$ cat config.mk
export PLATFORM = sky130hd
export DESIGN_NAME = ifetch_ctrl
export DESIGN_NICKNAME = d
export VERILOG_FILES = /design/src/rtl/ifetch_ctrl.sv
export SDC_FILE = /design/constraint.sdc
export NUM_CORES = 1
export LEC_CHECK = 0
export BUFFER_PORTS_ARGS = -buffer_cell sky130_fd_sc_hd__buf_2
export CORE_MARGIN = 2
export CORE_UTILIZATION = 35
export CTS_BUF_LIST = sky130_fd_sc_hd__clkbuf_2 sky130_fd_sc_hd__clkbuf_4 sky130_fd_sc_hd__clkbuf_8
export DETAILED_ROUTE_END_ITERATION = 8
export GPL_ROUTABILITY_DRIVEN = 0
export GPL_TIMING_DRIVEN = 0
export HOLD_SLACK_MARGIN = 0.08
export PLACE_DENSITY = 0.73
export SYNTH_ARGS = -nofsm -noshare
export SYNTH_HDL_FRONTEND = slang
export SYNTH_SLANG_ARGS = --single-unit
$ cat constraint.sdc
create_clock -name clk -period 3.7 [get_ports clk]
set_input_delay 0 -clock clk [delete_from_list [all_inputs] [get_ports clk]]
set_output_delay 0 -clock clk [all_outputs]
set_load 0.02 [all_outputs]
$ cat src/rtl/ifetch_ctrl.sv
// Instruction fetch controller: issues one instruction-memory read per PC,
// buffers the returned word for decode, and absorbs redirects (flush).
module ifetch_ctrl (
  input  logic        clk,
  input  logic        rst,
  input  logic [31:0] pc_in,
  input  logic [31:0] pc4_in,
  input  logic        flush,
  output logic        keep_pc,
  output logic        mem_req,
  output logic [31:0] mem_addr,
  input  logic        mem_ack,
  input  logic [31:0] mem_rdata,
  output logic        id_valid,
  input  logic        id_ready,
  output logic [31:0] id_instr,
  output logic [31:0] id_pc4,
  output logic [31:0] instr_count
);

  localparam logic [1:0] IDLE = 2'd0;
  localparam logic [1:0] REQ  = 2'd1;
  localparam logic [1:0] HOLD = 2'd2;
  localparam logic [1:0] DROP = 2'd3;

  logic [1:0]  state_reg, state_next;
  logic [31:0] addr_reg;
  logic [31:0] id_instr_reg;
  logic [31:0] id_pc4_reg;
  logic [31:0] count_reg;
  logic        capture;
  logic        handshake;

  assign capture   = (state_reg == REQ)  && mem_ack  && !flush;
  assign handshake = (state_reg == HOLD) && id_ready && !flush;

  always_comb begin
    state_next = state_reg;
    case (state_reg)
      IDLE: state_next = REQ;
      REQ: begin
        if (flush)        state_next = mem_ack ? REQ : DROP;
        else if (mem_ack) state_next = HOLD;
      end
      HOLD: begin
        if (flush || id_ready) state_next = REQ;
      end
      DROP: begin
        if (mem_ack) state_next = REQ;
      end
      default: state_next = IDLE;
    endcase
  end

  always_ff @(posedge clk or posedge rst) begin
    if (rst) begin
      state_reg    <= IDLE;
      addr_reg     <= 32'd0;
      id_instr_reg <= 32'd0;
      id_pc4_reg   <= 32'd0;
      count_reg    <= 32'd0;
    end else begin
      state_reg <= state_next;
      if (state_reg == REQ) addr_reg <= pc_in;
      if (capture) begin
        id_instr_reg <= mem_rdata;
        id_pc4_reg   <= pc4_in;
      end
      if (handshake) count_reg <= count_reg + 32'd1;
    end
  end

  // A flushed request still in flight must finish at its original address.
  assign mem_addr = (state_reg == DROP) ? addr_reg : pc_in;
  assign mem_req  = !rst && ((state_reg == REQ) || (state_reg == DROP));
  assign id_valid = !rst && (state_reg == HOLD);

  always_comb begin
    keep_pc = 1'b1;
    if (!rst) begin
      if (flush)                                keep_pc = 1'b0;
      else if ((state_reg == REQ) && mem_ack)   keep_pc = 1'b0;
    end
  end

  assign id_instr    = id_instr_reg;
  assign id_pc4      = id_pc4_reg;
  assign instr_count = count_reg;

endmodule

* Word level (Yosys, flattened, before mapping)
Cells that the tools add are included.
** Operators by class
- Add/sub/neg operators :: 1
- Equal/unequal tests :: 6
- Mux-type cells :: 10
- Reduce and logical (&&, ||, !) cells :: 12
** Operators with widths (count)
- 32-bit by 1-bit adder with 32-bit output, second input constant :: 1
- 32-bit two-way mux :: 1
- 2-bit two-way mux :: 5
- 2-bit one-hot mux with 4 select lines :: 1
- 1-bit logical AND :: 6
- 2-bit == test, second input constant :: 2
- 2-bit != test, second input constant :: 2
- 1-bit two-way mux :: 3
- 3-bit != test, second input constant :: 1
- 3-bit AND reduction :: 1
- 2-bit by 1-bit == test with 1-bit output, second input constant :: 1
- 1-bit zero test :: 2
- 2-bit zero test :: 1
- 1-bit logical OR :: 2
** Storage, ports and cells
- Bits in registers :: 130

* Depth between registers and ports, before layout
Gate-level depths: netlist of the first run.
- Word-level depth :: 5
- Mapped depth :: 6
- Depth with buffers taken out :: 5

* Worst setup path before layout of the first run
OpenSTA, ideal clock, no wires.
- Path kind :: input to output
- Start :: input rst
- End :: output keep_pc
- Data arrival time :: 3.789 ns
- Path slack :: -0.089 ns
- Stages on the path :: 2
- Path buffers :: 0
- Cell sequence :: inv_1 > o21ai_0
** On the way
- Cells in the longest elaborated chain, start to end :: 1
** RTL lines
- start, declared :: line 5 : input logic rst,
- 1-bit two-way mux :: line 80 : if (!rst) begin
- end, declared :: line 9 : output logic keep_pc,
Every way passes these cells.

* Worst setup path in the final report of the first run
- Start :: register state_reg[0]
- End :: output mem_addr[14]
** On the way
- Cells in the longest elaborated chain, start to end :: 2
** RTL lines
- start, declared :: line 26 : logic [1:0] state_reg, state_next;
- start signal, assigned :: line 63 : state_reg <= state_next;
- 2-bit == test :: line 74 : assign mem_addr = (state_reg == DROP) ? addr_reg : pc_in;
- 32-bit two-way mux :: line 74
- end, declared :: line 11 : output logic [31:0] mem_addr,
Every way passes these cells.

==> results of run 1 <==
==> how the worst max path moves through the flow <==
stage,from,to,slack [ps],cells after the start
4_1_cts,state_reg[0],keep_pc,1740,6
3_5_place_dp,state_reg[1],id_pc4[19],1810,5
6_report,state_reg[0],mem_addr[14],1780,4
2_1_floorplan,rst,keep_pc,1080,2
5_1_grt,state_reg[1],keep_pc,1620,6
3_3_place_gp,rst,keep_pc,580,4
==> area by class of cell <==
type / instances / area [µm²]
sequential: 130 / 3250
clock buffer: 22 / 290
timing repair buffer: 335 / 2230
buffer: 16 / 101
clock inverter: 10 / 83.8
fill: 1314 / 7290
tap: 216 / 270
inverter: 4 / 18.8
multi-input combinational: 236 / 2280
==> report_power, final <==
group	internal, mW	switching (mW)
Clock	0.593	0.531
Sequential	1.76	0.183
Combinational	0.708	0.828
==> logic make-up (layout without fill, tap and decap cells) <==
logic type               Yosys count  in the layout
flip-flops                       130            130
multiplexers                     128            128
AND/OR/NAND/NOR                   71             71
XOR/XNOR                          31             31
buffers and inverters             20            387
AO/OA/AOI/OAI                      5              5
adder cells (fa/ha/maj)            1              1
==> critical path, delay by kind of cell (launching register included) <==
kind	cells	cell delay [ps]
DFF	1	460
buffers and inverters	2	450
muxes	1	380
and+or+nand+nor	1	200
==> what timing repair did <==
action / in CTS / in global routing
hold buffers: 101 / 0
setup buffers: 0 / 0
hold endpoints to repair: 185 / 0
gates resized for setup: 0 / 0
==> cell usage in the layout (no fill, tap or decap), types with 3 or more instances in the layout <==
master         synthesis  final
nand4_4                3      3
mux2_2               124    124
xnor2_1               23     23
inv_1                  4      3
clkinv_2               0      6
clkbuf_8               0     20
and4_1                 5      5
clkinvlp_4             0      3
buf_2                  9    240
nor3_1                 4      4
xor2_1                 8      8
mux2_1                 4      4
nand2b_1               3      3
dfrtp_1              130    130
nor2_1                 5      5
nand4_1                8      8
and2_1                 3      3
buf_4                  6      6
nand3_1               11     11
dlygate4sd3_1          0    101
nand2_1               15     15
==> layer usage <==
metal | global-route usage, % | vias up | wire length [µm]
li1 | - | 2083 | -
met4 | 7.13 | 0 | 299
met3 | 4.46 | 26 | 768
met2 | 32.9 | 153 | 8270
met1 | 19.1 | 2308 | 5590
met5 | 0 | - | 0
==> results.sh, run 1 <==
export IMPL_synth_top_family_by_area="multiplexers"
export IMPL_grt_pass1_vias=5001
export IMPL_num_antenna_cells=0
export IMPL_syn_inst=386
export IMPL_worstSetupStartpointType="flop"
export IMPL_synth_top_cells_by_count="130 x dfrtp_1, 124 x mux2_2, 23 x xnor2_1"
export IMPL_antenna_found_initial=0
export IMPL_overflow=0
export IMPL_drive_gt1_share_pct=55.9
export IMPL_end_kind="primary output"
export IMPL_initial_utilization_pct=35.7
export IMPL_nets=842
export IMPL_max_freq_mhz=521
export IMPL_synthFlopType="dfrtp_1"
export IMPL_cp_slowest_cell="dfrtp_1"
export IMPL_async_flop_share_pct=100
export IMPL_yosysUniqueCellTypes=34
export IMPL_drc_errors=0
export IMPL_critical_path_max_stage_delay_ps=460
export IMPL_globalRouteTotalUtil_pct=17.7
export IMPL_path_cells="nand2_1 > buf_2 > mux2_2 > buf_2"
export IMPL_cp_required_ps=3700
export IMPL_synth_xor_area_share_pct=4.80
export IMPL_slew_headroom_pct=65.2
export IMPL_cts_tree="done"
export IMPL_place_area_mm2=0.00715
export IMPL_drtIter0Drc=117
export IMPL_drtPass1Iterations=4
export IMPL_via_per_inst=4.72
export IMPL_ys_seq_area_share_pct=57.5
export IMPL_wl_per_cell_um=15.4
export IMPL_ys_seq_elements=130
export IMPL_clockBufferDepth=2
export IMPL_hold_path_class="in -> async"
export IMPL_hold_viol_final=0
export IMPL_p_total_mw=4.60
export IMPL_grt_max_degree=45
export IMPL_syn_to_final_growth_pct=51.0
export IMPL_fin_area_mm2=0.00854
export IMPL_drt_wl_total_um=14900
export IMPL_final_cells=969
export IMPL_yosys_area_share_simple_pct=9.27
export IMPL_fp_row_count=46
export IMPL_grt_first_pass_wirelength_um=23700
export IMPL_dieArea_mm2=0.0172
export IMPL_die_w_um=131
export IMPL_dp_slack_ps=1810
export IMPL_synth_edff_count=0
export IMPL_cp_arrival_ps=1920
export IMPL_clock_latency_ps=430
export IMPL_yosys_top_cells_area="dfrtp_1 58%, mux2_2 25%, xnor2_1 3.6%"
export IMPL_r2r_end="state_reg[0]"
export IMPL_synthMuxAreaShare_pct=25.5
export IMPL_ir_drop_uv=275
export IMPL_yosys_area_top_type_share_pct=57.5
export IMPL_syn_area_mm2=0.00565
export IMPL_cpMostUsedCell="buf_2"
export IMPL_cp_max_fo=10
export IMPL_core_area_mm2=0.0158
export IMPL_synth_area_leader_cell="dfrtp_1"
export IMPL_finalSetupViolCount=0
export IMPL_cts_sinks=130
export IMPL_fin_skew_ps=7.63
export IMPL_rrSetupSlack_ps=1800
export IMPL_fin_ws_ps=1780
export IMPL_synth_compound_area_share_pct=0.598
export IMPL_leakagePower_nw=4.14
export IMPL_hpwl_um=10100
export IMPL_synth_warnings=0
export IMPL_ant_nets=0
export IMPL_synth_most_common_cell="dfrtp_1"
export IMPL_via_count=4570
export IMPL_fin_crit_ps=1920
export IMPL_final_core_util_pct=53.9
export IMPL_r2r_cells=6
export IMPL_r2r_start="state_reg[0]"
export IMPL_die_h_um=131
export IMPL_io_buffers=231
export IMPL_boundaryPins=232
export IMPL_fin_tns_setup_ps=0
export IMPL_worstMarginPinSlew_ps=521
export IMPL_clkTransAtPathRegs_ps=70
export IMPL_slew_viol_final=0
export IMPL_cellPowerDensity_mw_per_mm2=539
export IMPL_rsz0062_at_grt="false"
export IMPL_run_status="complete, no violations"
export IMPL_synth_adder_area_share_pct=0.221
export IMPL_period_share_pct=51.9
export IMPL_cts_buffers=17
export IMPL_h_tree_depth=4
export IMPL_place_inst=836
export IMPL_synth_nets=488
export IMPL_cts_root_buf="clkbuf_8"
export IMPL_postSynthAreaPerCell_um2=14.6
export IMPL_hold_slack_ps=181
export IMPL_drv_cap=0
export IMPL_path_class="reg -> out"
(Power assumes the default switching activity.)
==> inputs of run 2 (changes only) <==
--- a/config.mk
+++ b/config.mk
@@ -5,6 +5,7 @@
 export SDC_FILE = /design/constraint.sdc
 export NUM_CORES = 1
 export LEC_CHECK = 0
+export ABC_AREA = 1
 export BUFFER_PORTS_ARGS = -buffer_cell sky130_fd_sc_hd__buf_2
 export CORE_MARGIN = 2
 export CORE_UTILIZATION = 35
@@ -13,7 +14,7 @@
 export GPL_ROUTABILITY_DRIVEN = 0
 export GPL_TIMING_DRIVEN = 0
 export HOLD_SLACK_MARGIN = 0.08
-export PLACE_DENSITY = 0.73
+export PLACE_DENSITY = 0.7
 export SYNTH_ARGS = -nofsm -noshare
 export SYNTH_HDL_FRONTEND = slang
 export SYNTH_SLANG_ARGS = --single-unit
==> constraint.sdc (replaced) <==
create_clock -name clk -period 1.87 [get_ports clk]
set_input_delay 0 -clock clk [delete_from_list [all_inputs] [get_ports clk]]
set_output_delay 0 -clock clk [all_outputs]
set_load 0.02 [all_outputs]
==> results.sh, run 2 <==
export IMPL_run_status="complete, no violations"
export IMPL_layout_common_cells="303 x nand2_1, 237 x buf_2, 129 x dfrtp_1"
export IMPL_synth_nets=832
export IMPL_ant_nets=0
export IMPL_grt_first_pass_wirelength_um=28300
export IMPL_worstSetupStartpointType="flop"
export IMPL_core_area_mm2=0.0166
export IMPL_period_share_pct=94.9
export IMPL_syn_to_final_growth_pct=49.8
export IMPL_layout_commonest_cell="nand2_1"
export IMPL_grt_pass1_vias=5937
export IMPL_drt_met1_wl_um=7320
export IMPL_syn_inst=730
export IMPL_synth_edff_count=0
export IMPL_grt_max_degree=43
export IMPL_synth_top_cells_by_count="303 x nand2_1, 130 x dfrtp_1, 67 x nor2_1"
export IMPL_post_cts_buffers=0
export IMPL_cts_tree="done"
export IMPL_yosys_top_cells_area="dfrtp_1 55%, nand2_1 19%, nor2_1 4.3%"
export IMPL_path_class="reg -> out"
export IMPL_postSynthAreaPerCell_um2=8.11
export IMPL_leakagePower_nw=4.77
export IMPL_rsz0062_at_grt="true"
export IMPL_final_cells=1317
export IMPL_ir_drop_uv=860
export IMPL_drive_gt1_share_pct=28.5
export IMPL_path_cells="nand2_1 > buf_4 > buf_4 > nor2_1 > a21oi_1 > buf_4"
export IMPL_overflow=0
export IMPL_drtPass1Iterations=4
export IMPL_ys_seq_elements=130
export IMPL_synthFlopType="dfrtp_1"
export IMPL_clock_latency_ps=450
export IMPL_rrSetupSlack_ps=220
export IMPL_cpMostUsedCell="buf_4"
export IMPL_hold_slack_ps=135
export IMPL_wl_per_cell_um=13.4
export IMPL_yosysUniqueCellTypes=27
export IMPL_nets=1187
export IMPL_critical_path_startpoint="state_reg[1]"
export IMPL_r2r_end="state_reg[1]"
export IMPL_synth_most_common_cell="nand2_1"
export IMPL_slew_viol_final=0
export IMPL_crit_buf_inv=3
export IMPL_synth_warnings=0
export IMPL_fin_crit_ps=1770
export IMPL_finalSetupViolCount=0
export IMPL_cp_arrival_ps=1770
export IMPL_cts_buffers=17
export IMPL_io_buffers=231
export IMPL_cp_required_ps=1870
export IMPL_hold_viol_final=0
export IMPL_r2r_start="state_reg[0]"
export IMPL_h_tree_depth=4
export IMPL_fin_skew_ps=14.7
export IMPL_syn_area_mm2=0.00592
export IMPL_critical_path_top_delay_family="buffers and inverters"
export IMPL_hpwl_um=12000
export IMPL_max_freq_mhz=564
export IMPL_yosys_area_top_type_share_pct=55.0
export IMPL_drv_cap=0
export IMPL_fp_row_count=47
export IMPL_clockBufferDepth=2
export IMPL_via_count=5991
export IMPL_antenna_found_initial=0
export IMPL_fill_cells=1515
export IMPL_worstMarginPinSlew_ps=579
export IMPL_routed_top_layer="met4"
export IMPL_dp_slack_ps=228
export IMPL_boundaryPins=232
export IMPL_die_w_um=134
export IMPL_hold_path_class="in -> async"
export IMPL_num_antenna_cells=0
export IMPL_cellPowerDensity_mw_per_mm2=1380
export IMPL_cp_max_fo=10
export IMPL_dieArea_mm2=0.0180
export IMPL_drc_errors=0
export IMPL_async_flop_share_pct=100
export IMPL_wl_met2_um=8810
export IMPL_cts_sinks=130
export IMPL_globalRouteTotalUtil_pct=19.7
export IMPL_fin_ws_ps=96.0
export IMPL_critical_path_max_stage_delay_ps=440
export IMPL_clkTransAtPathRegs_ps=80
export IMPL_die_h_um=134
export IMPL_synth_area_leader_cell="dfrtp_1"
export IMPL_drtIter0Drc=293
export IMPL_p_total_mw=12.2
export IMPL_end_kind="primary output"
export IMPL_initial_utilization_pct=35.7
export IMPL_ys_seq_area_share_pct=55.0
export IMPL_r2r_cells=7
export IMPL_cp_slowest_cell="dfrtp_2"
export IMPL_final_core_util_pct=53.4
export IMPL_drt_wl_total_um=17600
export IMPL_cts_root_buf="clkbuf_8"
export IMPL_slew_headroom_pct=61.2
export IMPL_place_inst=1184
export IMPL_wl_met3_um=1020
export IMPL_via_per_inst=4.55
run 2: cell types whose count changed after synthesis, moves of 7 or more:
| cell | previous run | this run |
|---|---|---|
| nand2_1 | 15 | 303 |
| a21oi_1 | 0 | 33 |
| xnor2_1 | 23 | 12 |
| nor2_1 | 5 | 67 |
| mux2_2 | 124 | 0 |
| o21ai_0 | 2 | 29 |
| inv_1 | 4 | 61 |
| clkbuf_1 | 0 | 7 |
run 2: logic make-up after synthesis:
group,count (synthesis),share of synthesized area (%)
xor+xnor,19,2.81
fa+ha+maj,1,0.211
simple gates,421,29.4
buf+inv,91,6.89
flops,130,55.0
compound gates,68,5.75
run 2: what timing repair did:
item                                    4_1_cts  5_1_grt
cloned                                        0        1
resized for setup                            10       10
endpoints found under the setup margin       32       28
endpoints found under the hold margin       189        0
hold buffers                                101        0
run 2: area by class of cell:
cell class              count  area (µm²)  area share (%)
repair inverters            1        5.00          0.0565
repair buffers            335        2240            25.2
multi-input cells         509        2260            25.5
inverters                  64         244            2.75
flip-flops and latches    130        3250            36.7
clock inverters             7        73.8           0.833
plain buffers              27         185            2.09
clock buffers              24         324            3.66
well taps                 220         275            3.11
run 2: worst max path at each step:
| stage | end | cells past startpoint |
|---|---|---|
| finish | mem_addr[21] | 6 |
| global route | mem_addr[12] | 6 |
| CTS | mem_addr[21] | 6 |
| detailed placement | mem_addr[26] | 6 |
| global placement | keep_pc | 4 |
| floorplan | keep_pc | 2 |
run 2: stage by stage:
| stage | setup TNS, ps | area (µm²) |
|---|---|---|
| 2_1_floorplan | -541 | 5920 |
| 3_3_place_gp | -88080 | 7350 |
| 3_5_place_dp | 0 | 7410 |
| 4_1_cts | 0 | 8840 |
| 5_1_grt | -38.0 | 8860 |
| 6_report | 0 | 8860 |
run 2: report_power, final:
part	total, mW	switching [mW]	internal [mW]
Combinational	5.38	3.53	1.84
Sequential	4.49	0.598	3.89
Clock	2.38	1.11	1.27
Total	12.2	5.24	7.00
run 2: worst register-to-register path, stage by stage, from the launching register on:
cell           delay [ps]
dfrtp_1               390
inv_2                 110
nand2_2               100
nor3_1                140
dlygate4sd3_1         590
a21oi_1                60
nor2_1                100
a21oi_1                50
run 2: metal layers:
metal  up-vias  track usage (%)
li1       2954                -
met1      2785             24.0
met5         -                0
met3        39             4.76
met4         0             8.42
met2       213             33.5
==> inputs of run 3 (changes only) <==
--- a/config.mk
+++ b/config.mk
@@ -9,12 +9,13 @@
 export BUFFER_PORTS_ARGS = -buffer_cell sky130_fd_sc_hd__buf_2
 export CORE_MARGIN = 2
 export CORE_UTILIZATION = 35
-export CTS_BUF_LIST = sky130_fd_sc_hd__clkbuf_2 sky130_fd_sc_hd__clkbuf_4 sky130_fd_sc_hd__clkbuf_8
+export CTS_CLUSTER_SIZE = 30
 export DETAILED_ROUTE_END_ITERATION = 8
 export GPL_ROUTABILITY_DRIVEN = 0
 export GPL_TIMING_DRIVEN = 0
 export HOLD_SLACK_MARGIN = 0.08
 export PLACE_DENSITY = 0.7
+export SETUP_SLACK_MARGIN = 0.02
 export SYNTH_ARGS = -nofsm -noshare
 export SYNTH_HDL_FRONTEND = slang
 export SYNTH_SLANG_ARGS = --single-unit
==> results.sh, run 3 (same netlist as run 2, synthesis figures left out) <==
export IMPL_worstSetupStartpointType="flop"
export IMPL_cp_slowest_cell="dfrtp_2"
export IMPL_fp_row_count=47
export IMPL_die_w_um=134
export IMPL_grt_pass1_vias=5917
export IMPL_critical_path_max_stage_delay_ps=440
export IMPL_hpwl_um=12000
export IMPL_syn_to_final_growth_pct=53.2
export IMPL_layout_common_cells="303 x nand2_1, 237 x buf_2, 129 x dfrtp_1"
export IMPL_path_class="reg -> out"
export IMPL_cellPowerDensity_mw_per_mm2=1460
export IMPL_cts_root_buf="clkbuf_16"
export IMPL_cp_arrival_ps=1760
export IMPL_overflow=0
export IMPL_r2r_cells=7
export IMPL_max_freq_mhz=569
export IMPL_run_status="complete, no violations"
export IMPL_wl_per_cell_um=13.7
export IMPL_cp_required_ps=1870
export IMPL_slew_viol_final=0
export IMPL_hold_path_class="in -> async"
export IMPL_layout_commonest_cell="nand2_1"
export IMPL_fin_crit_ps=1760
export IMPL_rsz0062_at_grt="true"
export IMPL_drive_gt1_share_pct=28.4
export IMPL_io_buffers=231
export IMPL_drtPass1Iterations=5
export IMPL_h_tree_depth=4
export IMPL_period_share_pct=94.0
export IMPL_dieArea_mm2=0.0180
export IMPL_slew_headroom_pct=68.5
export IMPL_cpMostUsedCell="buf_4"
export IMPL_grt_first_pass_wirelength_um=28800
export IMPL_end_kind="primary output"
export IMPL_cts_tree="done"
export IMPL_num_antenna_cells=0
export IMPL_globalRouteTotalUtil_pct=20.2
export IMPL_core_area_mm2=0.0166
export IMPL_die_h_um=134
export IMPL_clockBufferDepth=2
export IMPL_initial_utilization_pct=35.7
export IMPL_path_cells="nand2_1 > buf_4 > buf_4 > nor2_1 > a21oi_1 > buf_2"
export IMPL_cts_sinks=130
export IMPL_drtIter0Drc=353
export IMPL_via_count=6038
export IMPL_ir_drop_uv=847
export IMPL_drt_wl_total_um=18000
export IMPL_worstMarginPinSlew_ps=472
export IMPL_drv_cap=0
export IMPL_clock_latency_ps=420
export IMPL_drc_errors=0
export IMPL_leakagePower_nw=4.86
export IMPL_boundaryPins=232
export IMPL_antenna_found_initial=0
export IMPL_ant_nets=0
export IMPL_hold_viol_final=0
export IMPL_via_per_inst=4.58
export IMPL_hold_slack_ps=183
export IMPL_grt_max_degree=43
export IMPL_cp_max_fo=10
export IMPL_final_seq_area_mm2=0.00325
export IMPL_fin_skew_ps=10.0
export IMPL_nets=1187
export IMPL_final_core_util_pct=54.7
export IMPL_fill_cells=1490
export IMPL_cts_buffers=17
export IMPL_finalSetupViolCount=0
export IMPL_clkTransAtPathRegs_ps=60
export IMPL_multi_input_area_mm2=0.00226
==> run 3: where the power goes <==
| part | leakage, nW | internal (mW) | switching, mW | total [mW] |
|---|---|---|---|---|
| registers | 1.63 | 3.90 | 0.603 | 4.50 |
| logic | 2.95 | 1.85 | 3.58 | 5.42 |
| clock network | 0.277 | 2.03 | 1.25 | 3.28 |
==> run 3: through the flow <==
step           setup WS, ps  setup TNS (ps)  area (µm²)  cells  total power [mW]
2_1_floorplan          -541            -541        5920    730              7.72
3_3_place_gp          -1450          -88080        7350   1181              9.50
3_5_place_dp            228               0        7410   1184              9.62
4_1_cts                18.6               0        9040   1317              13.1
5_1_grt                10.5               0        9060   1317              14.0
6_report                112               0        9060   1317              13.2
==> run 3: layout make-up <==
type | instances | area share (%)
Buffer | 27 | 2.04
Timing Repair Buffer | 336 | 24.9
Clock inverter | 7 | 0.814
Sequential cell | 130 | 35.9
Multi-Input combinational cell | 509 | 25.0
Clock buffer | 24 | 5.65
Tap cell | 220 | 3.04
Inverter | 64 | 2.69
==> run 3: final timing paths <==
check | startpoint | end | slack (ps)
worst max-delay path | state_reg[1] | mem_addr[29] | 110
worst min-delay path | rst | addr_reg[24] | 180
worst max register to register | state_reg[0] | state_reg[1] | 210
worst min register to register | id_pc4[21] | id_pc4[21] | 460
max in group asynchronous | rst | id_instr[7] | 1020
min in group clk | mem_rdata[12] | id_instr[12] | 310
==> run 3: routing by layer <==
metal / global-route usage [%] / wire, µm / vias to the layer above
met5: 0 / 0 / -
li1: - / - / 2958
met2: 34.1 / 8990 / 243
met4: 9.59 / 537 / 0
met3: 4.20 / 998 / 42
met1: 24.9 / 7500 / 2795
==> run 3: critical path: cells and delay by family (launching register included) <==
| kind | cells | cell delay, ps |
|---|---|---|
| buf+inv | 3 | 570 |
| flops | 1 | 440 |
| simple gates | 2 | 170 |
| compound gates | 1 | 160 |
==> run 3: repair_timing <==
| action | 4_1_cts | 5_1_grt |
|---|---|---|
| cloned | 0 | 0 |
| setup endpoints to repair | 32 | 23 |
| hold endpoints to repair | 147 | 0 |
| hold buffers | 102 | 0 |
| gates resized for setup | 8 | 12 |
| buffers inserted | 0 | 0 |
